==> src/rtl/bus_mux_pipe_if.sv <==
// Bus-side bundle of bus_mux_pipe: source requests/data in, registered bus out.
// master = bus sources + consumer, slave = the mux itself.
interface bus_mux_pipe_if #(
  parameter int WIDTH = 32,
  parameter int NSRC  = 24,
  parameter int SELW  = $clog2(NSRC),
  parameter int CNTW  = 8
);
  logic [NSRC*WIDTH-1:0] src_data;
  logic [NSRC-1:0]       src_out;
  logic                  mode;
  logic                  hold_en;
  logic                  bus_ready;
  logic [WIDTH-1:0]      bus_out;
  logic                  bus_valid;
  logic [SELW-1:0]       bus_sel;
  logic                  conflict;
  logic [CNTW-1:0]       conflict_count;

  modport master (
    output src_data, src_out, mode, hold_en, bus_ready,
    input  bus_out, bus_valid, bus_sel, conflict, conflict_count
  );

  modport slave (
    input  src_data, src_out, mode, hold_en, bus_ready,
    output bus_out, bus_valid, bus_sel, conflict, conflict_count
  );
endinterface

==> src/rtl/bus_mux_pipe.sv <==
// Registered NSRC:1 bus multiplexer with fixed-priority / round-robin arbitration,
// valid/ready output stage and saturating multi-driver conflict counter.
module bus_mux_pipe #(
  parameter int WIDTH       = 32,
  parameter int NSRC        = 24,
  parameter int SELW        = $clog2(NSRC),
  parameter int DEFAULT_SRC = NSRC-1,
  parameter int CNTW        = 8
) (
  input  logic          clock,
  input  logic          clear,
  bus_mux_pipe_if.slave bus
);
  logic [NSRC-1:0][WIDTH-1:0] srcArr;
  logic [WIDTH-1:0]           busOut;
  logic                       busValid;
  logic [SELW-1:0]            busSel;
  logic                       conflictQ;
  logic [CNTW-1:0]            conflictCnt;
  logic [SELW-1:0]            rrPtr;

  logic [SELW-1:0] prioGrant, rrGrant, grant;
  logic            rrFound, anyReq, multiReq, loadEdge;
  int              rrIdx;

  for (genvar g = 0; g < NSRC; g++) begin : gUnpack
    assign srcArr[g] = bus.src_data[g*WIDTH +: WIDTH];
  end

  always_comb begin
    prioGrant = '0;
    rrGrant   = '0;
    rrFound   = 1'b0;
    rrIdx     = 0;
    // Descending scan leaves the lowest set index as the final assignment.
    for (int i = NSRC-1; i >= 0; i--)
      if (bus.src_out[SELW'(i)]) prioGrant = SELW'(i);
    // Search starts one past the last round-robin winner, wrapping at NSRC.
    for (int k = 0; k < NSRC; k++) begin
      rrIdx = (int'(rrPtr) + 1 + k) % NSRC;
      if (!rrFound && bus.src_out[SELW'(rrIdx)]) begin
        rrGrant = SELW'(rrIdx);
        rrFound = 1'b1;
      end
    end
  end

  assign grant    = bus.mode ? rrGrant : prioGrant;
  assign anyReq   = |bus.src_out;
  assign multiReq = $countones(bus.src_out) > 1;
  assign loadEdge = !busValid || bus.bus_ready;

  always_ff @(posedge clock or negedge clear) begin
    if (!clear) begin
      busOut      <= '0;
      busValid    <= 1'b0;
      busSel      <= '0;
      conflictQ   <= 1'b0;
      conflictCnt <= '0;
      rrPtr       <= SELW'(NSRC-1);
    end else if (loadEdge) begin
      conflictQ <= multiReq;
      if (multiReq && conflictCnt != '1) conflictCnt <= conflictCnt + 1'b1;
      if (anyReq) begin
        busOut   <= srcArr[grant];
        busSel   <= grant;
        busValid <= 1'b1;
        if (bus.mode) rrPtr <= grant;
      end else begin
        busValid <= 1'b0;
        if (!bus.hold_en) begin
          busOut <= srcArr[DEFAULT_SRC];
          busSel <= SELW'(DEFAULT_SRC);
        end
      end
    end
  end

  assign bus.bus_out        = busOut;
  assign bus.bus_valid      = busValid;
  assign bus.bus_sel        = busSel;
  assign bus.conflict       = conflictQ;
  assign bus.conflict_count = conflictCnt;
endmodule

==> src/flat_wrapper.sv <==
// flat-port wrapper written by rule: the top's interface ports become plain ports
module bus_mux_pipe_flat 
#(
  parameter int WIDTH       = 32,
  parameter int NSRC        = 24,
  parameter int SELW        = $clog2(NSRC),
  parameter int DEFAULT_SRC = NSRC-1,
  parameter int CNTW        = 8
)
  (clock, clear, bus_src_data, bus_src_out, bus_mode, bus_hold_en, bus_bus_ready, bus_bus_out, bus_bus_valid, bus_bus_sel, bus_conflict, bus_conflict_count);
  bus_mux_pipe_if #(.WIDTH(WIDTH), .NSRC(NSRC), .SELW(SELW), .CNTW(CNTW)) bus_i ();
  input  logic clock;
  input  logic clear;
  input wire logic [$bits(bus_i.src_data)-1:0] bus_src_data;
  input wire logic [$bits(bus_i.src_out)-1:0] bus_src_out;
  input wire logic [$bits(bus_i.mode)-1:0] bus_mode;
  input wire logic [$bits(bus_i.hold_en)-1:0] bus_hold_en;
  input wire logic [$bits(bus_i.bus_ready)-1:0] bus_bus_ready;
  output wire logic [$bits(bus_i.bus_out)-1:0] bus_bus_out;
  output wire logic [$bits(bus_i.bus_valid)-1:0] bus_bus_valid;
  output wire logic [$bits(bus_i.bus_sel)-1:0] bus_bus_sel;
  output wire logic [$bits(bus_i.conflict)-1:0] bus_conflict;
  output wire logic [$bits(bus_i.conflict_count)-1:0] bus_conflict_count;
  assign bus_i.src_data = bus_src_data;
  assign bus_i.src_out = bus_src_out;
  assign bus_i.mode = bus_mode;
  assign bus_i.hold_en = bus_hold_en;
  assign bus_i.bus_ready = bus_bus_ready;
  assign bus_bus_out = bus_i.bus_out;
  assign bus_bus_valid = bus_i.bus_valid;
  assign bus_bus_sel = bus_i.bus_sel;
  assign bus_conflict = bus_i.conflict;
  assign bus_conflict_count = bus_i.conflict_count;
  bus_mux_pipe #(.WIDTH(WIDTH), .NSRC(NSRC), .SELW(SELW), .DEFAULT_SRC(DEFAULT_SRC), .CNTW(CNTW)) u_core (.clock(clock), .clear(clear), .bus(bus_i));
endmodule
==> config.mk <==
export PLATFORM = sky130hd
export DESIGN_NAME = bus_mux_pipe_flat
export DESIGN_NICKNAME = d
export VERILOG_FILES = /design/src/rtl/bus_mux_pipe_if.sv /design/src/rtl/bus_mux_pipe.sv /design/src/flat_wrapper.sv
export SDC_FILE = /design/constraint.sdc
export NUM_CORES = 1
export LEC_CHECK = 0
export BUFFER_PORTS_ARGS = -buffer_cell sky130_fd_sc_hd__buf_2
export CAP_MARGIN = 5
export CORE_AREA = 2 2 329 331
export CTS_CLUSTER_SIZE = 14
export DETAILED_ROUTE_END_ITERATION = 10
export DIE_AREA = 0 0 331 333
export HOLD_SLACK_MARGIN = 0.03
export PLACE_DENSITY = 0.5
export RECOVER_POWER = 50
export SYNTH_ARGS = -nofsm -noshare
export SYNTH_HDL_FRONTEND = slang
export SYNTH_SLANG_ARGS = --single-unit
==> constraint.sdc <==
create_clock -name clock -period 8.6 [get_ports clock]
set_input_delay 0.43 -clock clock [delete_from_list [all_inputs] [get_ports clock]]
set_output_delay 0.43 -clock clock [all_outputs]
set_load 0.01 [all_outputs]
==> results.md, run 1 <==
* Clock latency at the later pin of the worst-skew pair at 340 ps
* DRC viols at 0
* CP endpoint kind: flip-flop
* Number of synthesized register bits at 52
* Ports at 844
* Syn nets at between 3000 and 4000
* Die area at 0.1102 sq mm
* Yosys warnings at 0
* Count of cell types in the netlist at 113
* Filler instances at 11790
* GRT Total Usage at 26.56%
* Setup violators final at 0
* Status: finished, violations left
* Share of layout cells above drive strength 1 at just under 40%
* Global-route wire length before repair at 207500 microns
* Syn Area/Cell at roughly 7.6 sq um
* Largest net degree at the start of global routing at between 40 and 50
* CTS Buffer Depth at 2
* Post-synth top area share at roughly 18%
* Clk_skew at 18.59 ps
* Worst min path class: reg -> reg
* Clock Sinks at 52
* CTS tree: done
* WP data arrival at 8580 ps
* WL final at between 150000 and 200000 microns
* Layout Nets at 4720
* # rows at 120
* Crit-path max cell delay at 600 ps
* Startpoint Class: flip-flop
* Rel. slew slack at -57.62%
* Cell accounting for the most synthesized area: mux2i_1
* Wirelength per Cell at 29.20 microns
* Crit path top cell by count: buf_4
* Final Max Tran Viols at 55
* Detail Route Antenna Nets at 0
* Setup Buffers After CTS at 0
* Via density per instance at 5.343
* Hold Vio Cnt, Final at 0
* Crit path time final at 8351 ps
* Buffers on Ports at 843
* Ys async rst share at 100.0%
* DRT Pass-1 Iters at 8
* Post-Synthesis Cells at approximately 2800
* CTS clock-pin slew for the worst setup and hold paths at ~110 ps
* Die Height at about 330 microns
* Core area at 0.1066 sq mm
* Commonest cells in the synthesized netlist: mux2i_1, nand2_1, o21ai_0, mux2_2, nor2_1
* Initial antenna violation count at 54
* Area delta synth->final at 42.19%
* Critical path peak fanout at 14
* WS Path Type: reg -> reg
* Hold buffer count at cts at 0
* WHS Path Cells at 2
* Critical Path RT at 8830 ps
* Seq/Total Area, Yosys at 6.224%
* Synth Flop Type: dfrtp_1
* Synth area leaders: mux2i_1, mux2_2, dfrtp_1
* Worst-margin pin slew at 2364 ps
* Chip Width at about 330 microns
* Num CTS Buffers at 5
* Hpwl dp at 132800 microns
* Vias in the first global route at 26713
* Clk root buf: clkbuf_16
* Most common cell in the netlist: mux2i_1
* Total grt overflow at 0
* Gpl congestion at between 1 and 1.5
* Slowest cell on the critical path: or4_4
* RSZ-0062 raised after global routing: no
* Vias at 27988
* Final Cycle Share at 97.10%
* Initial Util at 19.69%
* Mapped cell area at ~0.021 sq mm
* Post-synth EDFFs at 0
* Failing checks: capacitance limit, slew limit
* H-tree Lvls at 2
* DRT iter0 DRCs at 2936
* Max Cap Viol at 2
* Fmax at 119.8 MHz
* Setup Total Neg Slack at 0 ps
* Depth of the worst register-to-register path at 28
cell usage in the layout, fill, tap and decap left out, drive strengths merged, types with 22 or more instances in the layout:
cell type,count
nand4,22
a21oi,110
a22oi,60
dfrtp,48
inv,112
and3,22
nor4,33
mux2i,372
mux4,23
a211oi,47
buf,1243
and2,23
nor3,52
xnor2,52
ha,88
mux2,147
nand3,86
o211a,32
nor2,134
o21ai,230
or3,46
clkbuf,30
a31oi,62
nor2b,27
o211ai,55
nand2,261
nand2b,30
timing repair:
| action | in CTS | in global routing |
|---|---|---|
| setup endpoints to repair | 0 | 32 |
| hold endpoints to repair | 0 | 0 |
| gates resized for setup | 0 | 8 |
metal layers:
layer | part of all wire [%] | track usage, %
met1 | 43 | 35.85
met2 | 44 | 40.97
met3 | 9.4 | 6.543
met4 | 4.0 | 8.836
met5 | 0.14 | 0
stage by stage:
stage / instances / setup WS (ps) / hold slack, ps / instance area [sq um] / utilization [%]
after floorplan: 2750 / 785.6 / 134.4 / 20990 / -
final: 5238 / 249.5 / 497.5 / 29840 / 27.99
after CTS: 5220 / 22.33 / 65.25 / 29790 / 27.94
after global routing: 5227 / 18.92 / 534.9 / 29810 / 27.97
after global placement: 5212 / 53.56 / 443.6 / 29640 / 27.80
after detailed placement: 5212 / 72.93 / 449.2 / 29640 / 27.80
flip-flops by register name, indices dropped and copies added (netlist names):
signal / flops
u_core.bus.bus_out: 32
u_core.bus.bus_sel: 5
u_core.bus.bus_valid: 1
u_core.bus.conflict: 1
u_core.bus.conflict_count: 8
u_core.rrPtr: 5
cells by family (layout without fill, tap and decap cells):
kind of cell	count (synthesis)	in the layout	synth area share, %
AOI/OAI and AO/OA	870	870	29.03
xor gates and xnor gates	71	71	3.679
adders and majority gates	107	107	7.059
buffers and inverters	321	1388	7.244
DFF	52	52	6.224
muxes	542	542	28.10
other	0	18	0
and+or+nand+nor	787	787	18.67
critical path: cells and delay by family, from the launching register on:
family,cells,cell delay (ps)
multiplexers,1,370
flip-flops,1,570
XOR/XNOR,1,340
adder cells (fa/ha/maj),2,610
AND/OR/NAND/NOR,6,2000
buffers and inverters,7,1450
AO/OA/AOI/OAI,11,2850
final timing paths:
check | startpoint | end | slack (ps)
worst max-delay path | u_core.rrPtr[1] | u_core.bus.bus_out[10] | 250
worst min-delay path | u_core.bus.bus_sel[3] | u_core.bus.bus_sel[3] | 500
worst max register to register | u_core.rrPtr[1] | u_core.bus.bus_out[10] | 250
worst min register to register | u_core.bus.bus_sel[3] | u_core.bus.bus_sel[3] | 500
max in group asynchronous | clear | u_core.bus.bus_out[21] | 4820
min in group asynchronous | clear | u_core.rrPtr[3] | 810
area by class of cell:
cell class	count	area, sq um	share of cell area, %
well taps	1403	1755	5.883
flip-flops and latches	52	1306	4.378
inverters	112	420.4	1.409
clock buffers	5	125.1	0.4193
multi-input cells	2377	18310	61.35
diodes	18	45.04	0.1509
repair buffers	1268	7851	26.31
clock inverters	3	28.78	0.09644
Power of run 1 is left out: the tool's default activity adds up to more than one toggle a clock period on the data nets, which glitch-free logic cannot reach.
==> run 2: changes to the inputs <==
==> constraint.sdc (replaced) <==
create_clock -name clock -period 10.15 [get_ports clock]
set_input_delay 0.5075 -clock clock [delete_from_list [all_inputs] [get_ports clock]]
set_output_delay 0.5075 -clock clock [all_outputs]
set_load 0.01 [all_outputs]
==> run 2 against run 1 <==
The flow still finishes with violations (capacitance limit, slew limit). Register-to-register slack improved by 1000 ps. Critical path depth rose by 3. Flip-flop and latch count did not move. Sequential share of layout area barely moved. Final cell count rose by 0.94%. Via count rose by 0.63%. Fmax fell by 5.7%. Die area did not move. Worst setup slack improved by 1000 ps. Critical path type unchanged.
==> results.md, run 2 (same netlist as run 1, synthesis figures left out) <==
* Hold Vio Cnt, Final at 0 (unchanged)
* Max Cap Viol at 1 (was 2)
* DRT iter0 DRCs at 3173 (was 2936)
* DRC viols at 0 (unchanged)
* Post-Layout Inst Area at 0.03009 sq mm (was 0.02984 sq mm)
* Clk_skew at 12.02 ps (was 18.59 ps)
* Crit-path max cell delay at 700 ps (was 600 ps)
* Max FFs per register at 32 (unchanged)
* Chip Width at 331 microns (unchanged)
* Largest net degree at the start of global routing at 53 (was 49)
* Critical Path RT at 10350 ps (was 8830 ps)
* Commonest cells after routing, fill and taps aside: buf_2, buf_4, mux2i_1, nand2_1, o21ai_0 (unchanged)
* Hpwl dp at 134900 microns (was 132800 microns)
* Hold buffer count at cts at 0 (unchanged)
* Clock Sinks at 52 (unchanged)
* # rows at 120 (unchanged)
* Fmax at 113.0 MHz (was 119.8 MHz)
* CP endpoint kind: flip-flop (unchanged)
* Wirelength per Cell at 29.37 microns (was 29.20 microns)
* Layout Nets at 4763 (was 4720)
* Via density per instance at 5.327 (was 5.343)
* Final Cycle Share at 87.21% (was 97.10%)
* CTS tree: done (unchanged)
* H-tree Lvls at 2 (unchanged)
* Worst min path class: reg -> reg (unchanged)
* Crit path top cell by count: buf_4 (unchanged)
* Vias in the first global route at 26663 (was 26713)
* Core area at 0.1066 sq mm (unchanged)
* Initial antenna violation count at 65 (was 54)
* Share of layout cells above drive strength 1 at 40.13% (was 39.59%)
* Initial Util at 19.69% (unchanged)
* CTS Buffer Depth at 2 (unchanged)
* Area delta synth->final at 43.36% (was 42.19%)
* Die area at 0.1102 sq mm (unchanged)
* WL final at 155300 microns (was 152900 microns)
* Failing checks: capacitance limit, slew limit (unchanged)
* Status: finished, violations left (unchanged)
* Rel. slew slack at -169.0% (was -57.62%)
* Filler instances at 11798 (was 11790)
* Dpl cell area at 0.02989 sq mm (was 0.02964 sq mm)
* DRT Pass-1 Iters at 6 (was 8)
* WS Path Type: reg -> reg (unchanged)
* GRT Total Usage at 26.84% (was 26.56%)
* Setup violators final at 0 (unchanged)
* Startpoint Class: flip-flop (unchanged)
* Gpl congestion at 1.002 (was 1.022)
* Detail Route Antenna Nets at 0 (unchanged)
* Buffers on Ports at 843 (unchanged)
* Cts repair resizes at 0 (unchanged)
* Final Util at 28.22% (was 27.99%)
* WP data arrival at 9050 ps (was 8580 ps)
* Clk root buf: clkbuf_16 (unchanged)
* Hold slack at 513.7 ps (was 497.5 ps)
* Ports at 844 (unchanged)
* Setup Buffers After CTS at 0 (unchanged)
* Worst-margin pin slew at 4036 ps (was 2364 ps)
* Total grt overflow at 0 (unchanged)
* Crit path time final at 8852 ps (was 8351 ps)
* Final Max Tran Viols at 53 (was 55)
* Num CTS Buffers at 5 (unchanged)
* Critical path peak fanout at 29 (was 14)
* RSZ-0062 raised after global routing: no (unchanged)
* CTS clock-pin slew for the worst setup and hold paths at 100 ps (was 110 ps)
* Die Height at 333 microns (unchanged)
* Vias at 28165 (was 27988)
* Setup Total Neg Slack at 0 ps (unchanged)
* Global-route wire length before repair at 208100 microns (was 207500 microns)
* Slowest cell on the critical path: dfstp_2 (was or4_4)
* Most common cell after layout, fill and taps aside: buf_2 (unchanged)
* Clock latency at the later pin of the worst-skew pair at 340 ps (about the same)
[run 2: changes by cell type in the layout (fill, tap and decap cells not counted), sizes merged]
cell / before / now
diode: 18 / 24
clkinvlp: 0 / 1
bufinv: 0 / 1
buf: 1243 / 1287
clkbuf: 30 / 29
inv: 112 / 110
[run 2: final timing paths]
check,startpoint,endpoint,slack [ps],depth (start not counted)
min reg2reg,u_core.bus.bus_sel[3],u_core.bus.bus_sel[3],510,2
min,u_core.bus.bus_sel[3],u_core.bus.bus_sel[3],510,2
max reg2reg,u_core.rrPtr[1],u_core.bus.bus_out[22],1300,31
max in group asynchronous,clear,u_core.bus.bus_out[1],6280,1
min in group asynchronous,clear,u_core.bus.bus_out[4],1600,1
max,u_core.rrPtr[1],u_core.bus.bus_out[22],1300,31
[run 2: routing by layer]
layer  part of all wire [%]  GRT usage [%]
met5                   0.11              0
met4                    3.7          9.076
met3                    9.0          5.851
met2                     44          40.97
met1                     43          36.97
[run 2: area by class of cell]
type | instances | area (sq um) | area share [%]
Inverter | 112 | 420.4 | 1.397
Clock inverter | 3 | 46.29 | 0.1539
Clock buffer | 5 | 125.1 | 0.4159
Antenna cell | 24 | 60.06 | 0.1996
Tap cell | 1403 | 1755 | 5.835
Timing Repair Buffer | 1311 | 8103 | 26.93
Multi-Input combinational cell | 2377 | 18270 | 60.72
Sequential cell | 52 | 1306 | 4.342
[run 2: metrics by stage]
stage | std cells | setup WS (ps)
after global placement | 5255 | 1867
after CTS | 5263 | 1530
final | 5287 | 1298
after global routing | 5273 | 860.4
after floorplan | 2750 | 2336
after detailed placement | 5255 | 1573
[run 2: critical path, delay by kind of cell, from the launching register on]
family                   cells  cell delay [ps]
AO/OA/AOI/OAI               10             2590
buffers and inverters        9             1950
AND/OR/NAND/NOR              7             1870
adder cells (fa/ha/maj)      3             1040
flip-flops                   1              700
multiplexers                 1              340
XOR/XNOR                     1              180
Power of run 2 is left out for the same reason.
